--- src/rtl/ai_core_pkg.sv ---
// Shared types for the AI core datapath: lane resize modes,
// clamp bounds and the skid buffer occupancy states.
package ai_core_pkg;

  typedef enum logic [1:0] {
    RESIZE_EXT,
    RESIZE_PASS,
    RESIZE_SAT,
    RESIZE_TRUNC
  } resize_e;

  typedef enum logic [1:0] {
    BUF_EMPTY,
    BUF_ONE,
    BUF_TWO
  } buf_state_e;

  typedef struct packed {
    logic [63:0] smin;
    logic [63:0] smax;
    logic [63:0] umax;
  } bounds_t;

  function automatic resize_e resize_mode(
    input int   in_w,
    input int   out_w,
    input logic sat_en
  );
    resize_e m;
    if (out_w > in_w) m = RESIZE_EXT;
    else if (out_w == in_w) m = RESIZE_PASS;
    else if (sat_en) m = RESIZE_SAT;
    else m = RESIZE_TRUNC;
    return m;
  endfunction

  // Bounds are 64-bit two's complement; umax is non-negative
  function automatic bounds_t clamp_bounds(input int w);
    bounds_t b;
    b.umax = (64'sd1 <<< w) - 64'sd1;
    b.smax = (64'sd1 <<< (w - 1)) - 64'sd1;
    b.smin = -(64'sd1 <<< (w - 1));
    return b;
  endfunction

endpackage

--- src/rtl/extender_stream_n_skid_buffer.sv ---
// Two-entry valid/ready buffer; ready is a flop that
// reflects "skid entry empty" so no input-to-ready path exists.
module skid_buffer
  import ai_core_pkg::*;
#(
  parameter int WIDTH = 8
) (
  input  logic             clk_i,
  input  logic             rst_ni,
  input  logic             in_valid_i,
  output logic             in_ready_o,
  input  logic [WIDTH-1:0] in_data_i,
  output logic             out_valid_o,
  input  logic             out_ready_i,
  output logic [WIDTH-1:0] out_data_o
);

  buf_state_e       state_q, state_d;
  logic [WIDTH-1:0] main_q, main_d;
  logic [WIDTH-1:0] skid_q, skid_d;
  logic             ready_q, ready_d;
  logic             in_fire, out_fire;

  assign in_fire     = in_valid_i & ready_q;
  assign out_fire    = (state_q != BUF_EMPTY) & out_ready_i;
  assign in_ready_o  = ready_q;
  assign out_valid_o = (state_q != BUF_EMPTY);
  assign out_data_o  = main_q;

  always_comb begin
    state_d = state_q;
    main_d  = main_q;
    skid_d  = skid_q;
    unique case (state_q)
      BUF_EMPTY: begin
        if (in_fire) begin
          main_d  = in_data_i;
          state_d = BUF_ONE;
        end
      end
      BUF_ONE: begin
        if (in_fire && !out_fire) begin
          skid_d  = in_data_i;
          state_d = BUF_TWO;
        end else if (in_fire) begin
          main_d = in_data_i;
        end else if (out_fire) begin
          state_d = BUF_EMPTY;
        end
      end
      BUF_TWO: begin
        if (out_fire) begin
          main_d  = skid_q;
          state_d = BUF_ONE;
        end
      end
      default: state_d = BUF_EMPTY;
    endcase
    ready_d = (state_d != BUF_TWO);
  end

  always_ff @(posedge clk_i) begin
    if (!rst_ni) begin
      state_q <= BUF_EMPTY;
      main_q  <= '0;
      skid_q  <= '0;
      ready_q <= 1'b1;
    end else begin
      state_q <= state_d;
      main_q  <= main_d;
      skid_q  <= skid_d;
      ready_q <= ready_d;
    end
  end

endmodule

--- src/rtl/extender_stream_n.sv ---
// Multi-lane stream width converter: extend, pass, saturate or
// truncate each lane, buffered by a skid buffer, with a clamp counter.
module extender_stream_n
  import ai_core_pkg::*;
#(
  parameter int IN_NUM   = 4,
  parameter int IN_SIZE  = 8,
  parameter int OUT_SIZE = 12,
  parameter int CNT_W    = 16
) (
  input  logic                clk_i,
  input  logic                rst_ni,
  input  logic                in_valid_i,
  output logic                in_ready_o,
  input  logic [IN_SIZE-1:0]  in_data_i [0:IN_NUM-1],
  input  logic                signed_i,
  input  logic                sat_en_i,
  output logic                out_valid_o,
  input  logic                out_ready_i,
  output logic [OUT_SIZE-1:0] out_data_o [0:IN_NUM-1],
  output logic [IN_NUM-1:0]   out_sat_o,
  output logic [CNT_W-1:0]    sat_cnt_o,
  input  logic                sat_clr_i
);

  localparam int      LW  = OUT_SIZE + 1;
  localparam int      BW  = IN_NUM * LW;
  localparam bounds_t BND = clamp_bounds(OUT_SIZE);

  resize_e            mode;
  logic [BW-1:0]      conv, held;
  logic signed [63:0] v, hi, lo;
  logic [63:0]        r;
  logic               s;
  logic               out_fire;
  logic [CNT_W-1:0]   sat_cnt_d, sat_cnt_q;

  // Each lane is lifted to 64 bits, clamped there, then cut down
  always_comb begin
    mode = resize_mode(IN_SIZE, OUT_SIZE, sat_en_i);
    conv = '0;
    hi   = signed_i ? $signed(BND.smax) : $signed(BND.umax);
    lo   = signed_i ? $signed(BND.smin) : 64'sd0;
    v    = '0;
    r    = '0;
    s    = 1'b0;
    for (int l = 0; l < IN_NUM; l++) begin
      v = {{(64-IN_SIZE){signed_i & in_data_i[l][IN_SIZE-1]}},
           in_data_i[l]};
      r = v;
      s = 1'b0;
      if (mode == RESIZE_SAT) begin
        if (v > hi) begin
          r = hi;
          s = 1'b1;
        end else if (v < lo) begin
          r = lo;
          s = 1'b1;
        end
      end
      conv[l*LW +: LW] = {s, r[OUT_SIZE-1:0]};
    end
  end

  skid_buffer #(
    .WIDTH(BW)
  ) u_skid (
    .clk_i      (clk_i),
    .rst_ni     (rst_ni),
    .in_valid_i (in_valid_i),
    .in_ready_o (in_ready_o),
    .in_data_i  (conv),
    .out_valid_o(out_valid_o),
    .out_ready_i(out_ready_i),
    .out_data_o (held)
  );

  always_comb begin
    for (int l = 0; l < IN_NUM; l++) begin
      out_data_o[l] = held[l*LW +: OUT_SIZE];
      out_sat_o[l]  = held[l*LW + OUT_SIZE];
    end
  end

  assign out_fire  = out_valid_o & out_ready_i;
  assign sat_cnt_o = sat_cnt_q;

  always_comb begin
    sat_cnt_d = sat_cnt_q;
    if (sat_clr_i) begin
      sat_cnt_d = '0;
    end else if (out_fire && (|out_sat_o) && (sat_cnt_q != '1)) begin
      sat_cnt_d = sat_cnt_q + CNT_W'(1);
    end
  end

  always_ff @(posedge clk_i) begin
    if (!rst_ni) sat_cnt_q <= '0;
    else sat_cnt_q <= sat_cnt_d;
  end

endmodule

--- config.mk ---
export PLATFORM = sky130hd
export DESIGN_NAME = extender_stream_n
export DESIGN_NICKNAME = d
export VERILOG_FILES = /design/src/rtl/ai_core_pkg.sv /design/src/rtl/extender_stream_n_skid_buffer.sv /design/src/rtl/extender_stream_n.sv
export SDC_FILE = /design/constraint.sdc
export NUM_CORES = 1
export LEC_CHECK = 0
export BUFFER_PORTS_ARGS = -buffer_cell sky130_fd_sc_hd__buf_2
export CAP_MARGIN = 20
export CORE_AREA = 2 2 99 101
export CTS_CLUSTER_SIZE = 14
export DETAILED_ROUTE_END_ITERATION = 8
export DIE_AREA = 0 0 101 103
export PLACE_DENSITY = 0.87
export SETUP_SLACK_MARGIN = 0.3
export SYNTH_ARGS = -nofsm -noshare
export SYNTH_HDL_FRONTEND = slang
export SYNTH_HIERARCHICAL = 1
export SYNTH_SLANG_ARGS = --single-unit
--- constraint.sdc ---
create_clock -name clk_i -period 2.8 [get_ports clk_i]
set_input_delay 0.14 -clock clk_i [delete_from_list [all_inputs] [get_ports clk_i]]
set_output_delay 0.14 -clock clk_i [all_outputs]
set_load 0.03 [all_outputs]
==> reports/results.md <==
* **growth of design area from synthesis to finish** 26.4%
* **max-cap violations** 0
* **Avg Cell Area, Syn** 9.22 um2
* **clock insertion delay at the later pin of the skew report** 0.51 ns
* **sequential cell area fraction in the yosys report** 0.454
* **Final Critical Period** 2.31 ns
* **count of antenna diodes in the layout** 0
* **type of the worst min-delay path** input pin to flip-flop
* **Nets** 755
* **maximum single-stage delay on the critical path** 0.88 ns
* **final wirelength** 13.2 mm
* **top-area cell type share of the netlist area** 0.454
* **maximum buffer depth of the clock tree** 2
* **initial drt markers** 220
* **proportion of register bits with asynchronous set or reset after synthesis** 0
* **clock tree from TritonCTS** yes
* **leakage power** 3.14 nW
* **Post-DP Area** 0.00597 mm2
* **required arrival time at the worst endpoint** 3.20 ns
* **final setup fails** 0
* **routed via count** 4744
* **status** completed
* **Synth Warn #** 6
* **global route total overflow** 0
* **vias in the first global route** 4599
* **number of primary I/O pins** 109
* **GRT Resource Usage Total** 0.259
* **Yosys reg bits** 123
* **fraction of layout cells with a size suffix above 1** 0.213
* **hold violation total from the final report** 0
* **Chip Height** 103 um
* **most common cell after layout, fill and taps aside** sky130_fd_sc_hd__nand2_1
* **Post-synth EDFFs** 0
* **Worst IR Drop VDD** 0.000512 V
* **multi-input combinational cell area** 0.00276 mm2
* **initial antenna violation count** 0
* **Final Cell Area** 0.00685 mm2
* **Post-route DRC** 0
* **number of library cell types mapped by synthesis** 47
* **post-cts repair resize count** 0
* **power density normalized to cell area** 659 mW/mm2
* **Core Area** 0.00946 mm2
* **Critical Path Fanout Max** 104
* **startpoint-to-endpoint class of the critical path** flip-flop to flip-flop
* **number of cells produced by synthesis** 588
* **peak clock frequency supported by timing** 0.434 GHz
* **gp weighted congestion** 0.830
* **netlist area before placement** 0.00542 mm2
* **Slew Viols, Final** 0
* **cell taking the most area after synthesis** sky130_fd_sc_hd__dfxtp_1
* **transition time at the pin with the least slew margin** 1.06 ns
* **number of sinks driven by the clock tree** 123
* **post-detailed-route wirelength per cell** 15.7 um
* **Initial DRT Pass Iterations** 5
* **half-perimeter wire length after placement** 8.04 mm
* **vias per cell** 5.67
* **highest-count cells in the layout ignoring fill and taps** 165 x sky130_fd_sc_hd__nand2_1, 123 x sky130_fd_sc_hd__dfxtp_1, 107 x sky130_fd_sc_hd__buf_2
* **post-detailed-route count of antenna-violating nets** 0
* **CTS root buffer** sky130_fd_sc_hd__clkbuf_8
* **die width** 101 um
* **first-pass GRT wire length** 21.2 mm
* **number of placement rows** 36
* **top cells by area, synth** sky130_fd_sc_hd__dfxtp_1 45%, sky130_fd_sc_hd__nand2_1 11%, sky130_fd_sc_hd__mux2i_1 10%
* **dominant synthesized flop cell** sky130_fd_sc_hd__dfxtp_1
* **filler cell count in the final layout** 728
* **register area** 0.00246 mm2
* **cell-by-cell trace of the critical path** nor4bb_1 > or3_4 > nand2_1 > o211a_1
* **Post-Route Skew** 0.00986 ns
* **worst-case reg-to-reg path depth** 4
* **initial cell density of the core** 0.573
* **TritonCTS buffer count** 17
* **period utilization** 0.823
* **overall die area** 0.0104 mm2
* **maximum number of pins on one net before global-route repair** 105
* **CTS H-tree depth** 4
* **kind of end point of the critical path** flip-flop
* **unrepaired setup endpoints after global routing** false
* **worst path arrival time** 2.70 ns
* **worst hold slack** 0.0260 ns
* **headroom to the max-slew limit** 0.292
* **number of port buffers** 107
* **master of the slowest instance on the critical path** sky130_fd_sc_hd__or3_4
* **critical path startpoint category** flip-flop
* **clock transition at the registers of the reported paths** 0.06 ns
* **accumulated negative setup slack** 0 ns
* **worst hold path depth** 4
sequential cells by signal (all words and copies together) (netlist names):
name and flops:
sat_cnt_o 16, u_skid/skid_q 52, u_skid/state_q 2, u_skid/in_ready_o 1, u_skid/out_data_o 52
metrics by stage:
step                total power (W)  utilization  std cells  worst slack [ns]
CTS                         0.00453        0.721        836             0.556
global route                0.00469        0.724        837             0.341
floorplan                   0.00239            -        595             0.783
finish                      0.00451        0.724        837             0.495
detailed placement          0.00256        0.631        776             0.570
global placement            0.00253        0.631        776             0.754
synthesized netlist by cell type (8+ instances only):
cell type and number:
sky130_fd_sc_hd__a21boi_0 19, sky130_fd_sc_hd__a21boi_1 33, sky130_fd_sc_hd__a21oi_1 14, sky130_fd_sc_hd__buf_2 8, sky130_fd_sc_hd__clkbuf_1 29, sky130_fd_sc_hd__dfxtp_1 123, sky130_fd_sc_hd__mux2i_1 55, sky130_fd_sc_hd__nand2_1 165
sky130_fd_sc_hd__o211a_1 52, sky130_fd_sc_hd__o31ai_1 8
power by group:
| group | switching (W) | internal [W] |
|---|---|---|
| Clock | 0.000699 | 0.00124 |
| Sequential | 0.0000599 | 0.00185 |
| Combinational | 0.000418 | 0.000240 |
final timing paths:
| check | slack (ns) | start | endpoint |
|---|---|---|---|
| max | 0.49 | u_skid/state_q[1]$_SDFF_PN0_ | u_skid/out_data_o[18]$_SDFFE_PN0P_ |
| min | 0.03 | sat_clr_i | sat_cnt_o[9]$_SDFFE_PP0P_ |
| max reg2reg | 0.49 | u_skid/state_q[1]$_SDFF_PN0_ | u_skid/out_data_o[18]$_SDFFE_PN0P_ |
| min reg2reg | 0.45 | u_skid/skid_q[19]$_SDFFE_PN0N_ | u_skid/skid_q[19]$_SDFFE_PN0N_ |
layout make-up:
class / count / share of cell area
clock buffer: 24 / 0.0701
clock inverter: 3 / 0.00584
inverter: 1 / 0.000548
multi-input combinational: 425 / 0.403
sequential: 123 / 0.359
tap: 114 / 0.0208
timing repair buffer: 147 / 0.141
worst max-delay path: cells and delay by family, from the launching register on:
kind	cells	cell delay [ns]
AOI/OAI and AO/OA	1	0.20
DFF	1	0.40
and+or+nand+nor	3	1.51
cells by family after synthesis:
| family | synth area share |
|---|---|
| simple gates | 0.196 |
| other cells | 0.000692 |
| mux | 0.102 |
| compound gates | 0.199 |
| fa+ha+maj | 0.00231 |
| buf+inv | 0.0457 |
| flops | 0.454 |
routing by layer:
layer	vias up	routed length, um	global-route usage
li1	2304	-	-
met1	2294	5450	0.297
met2	127	6890	0.459
met3	19	643	0.0759
met4	0	191	0.0967
met5	-	0	0
repair_timing:
| action | CTS | global route |
|---|---|---|
| hold buffers | 33 | 0 |
| setup buffers | 0 | 0 |
| hold endpoints to repair | 48 | 0 |
(Power assumes the default switching activity.)
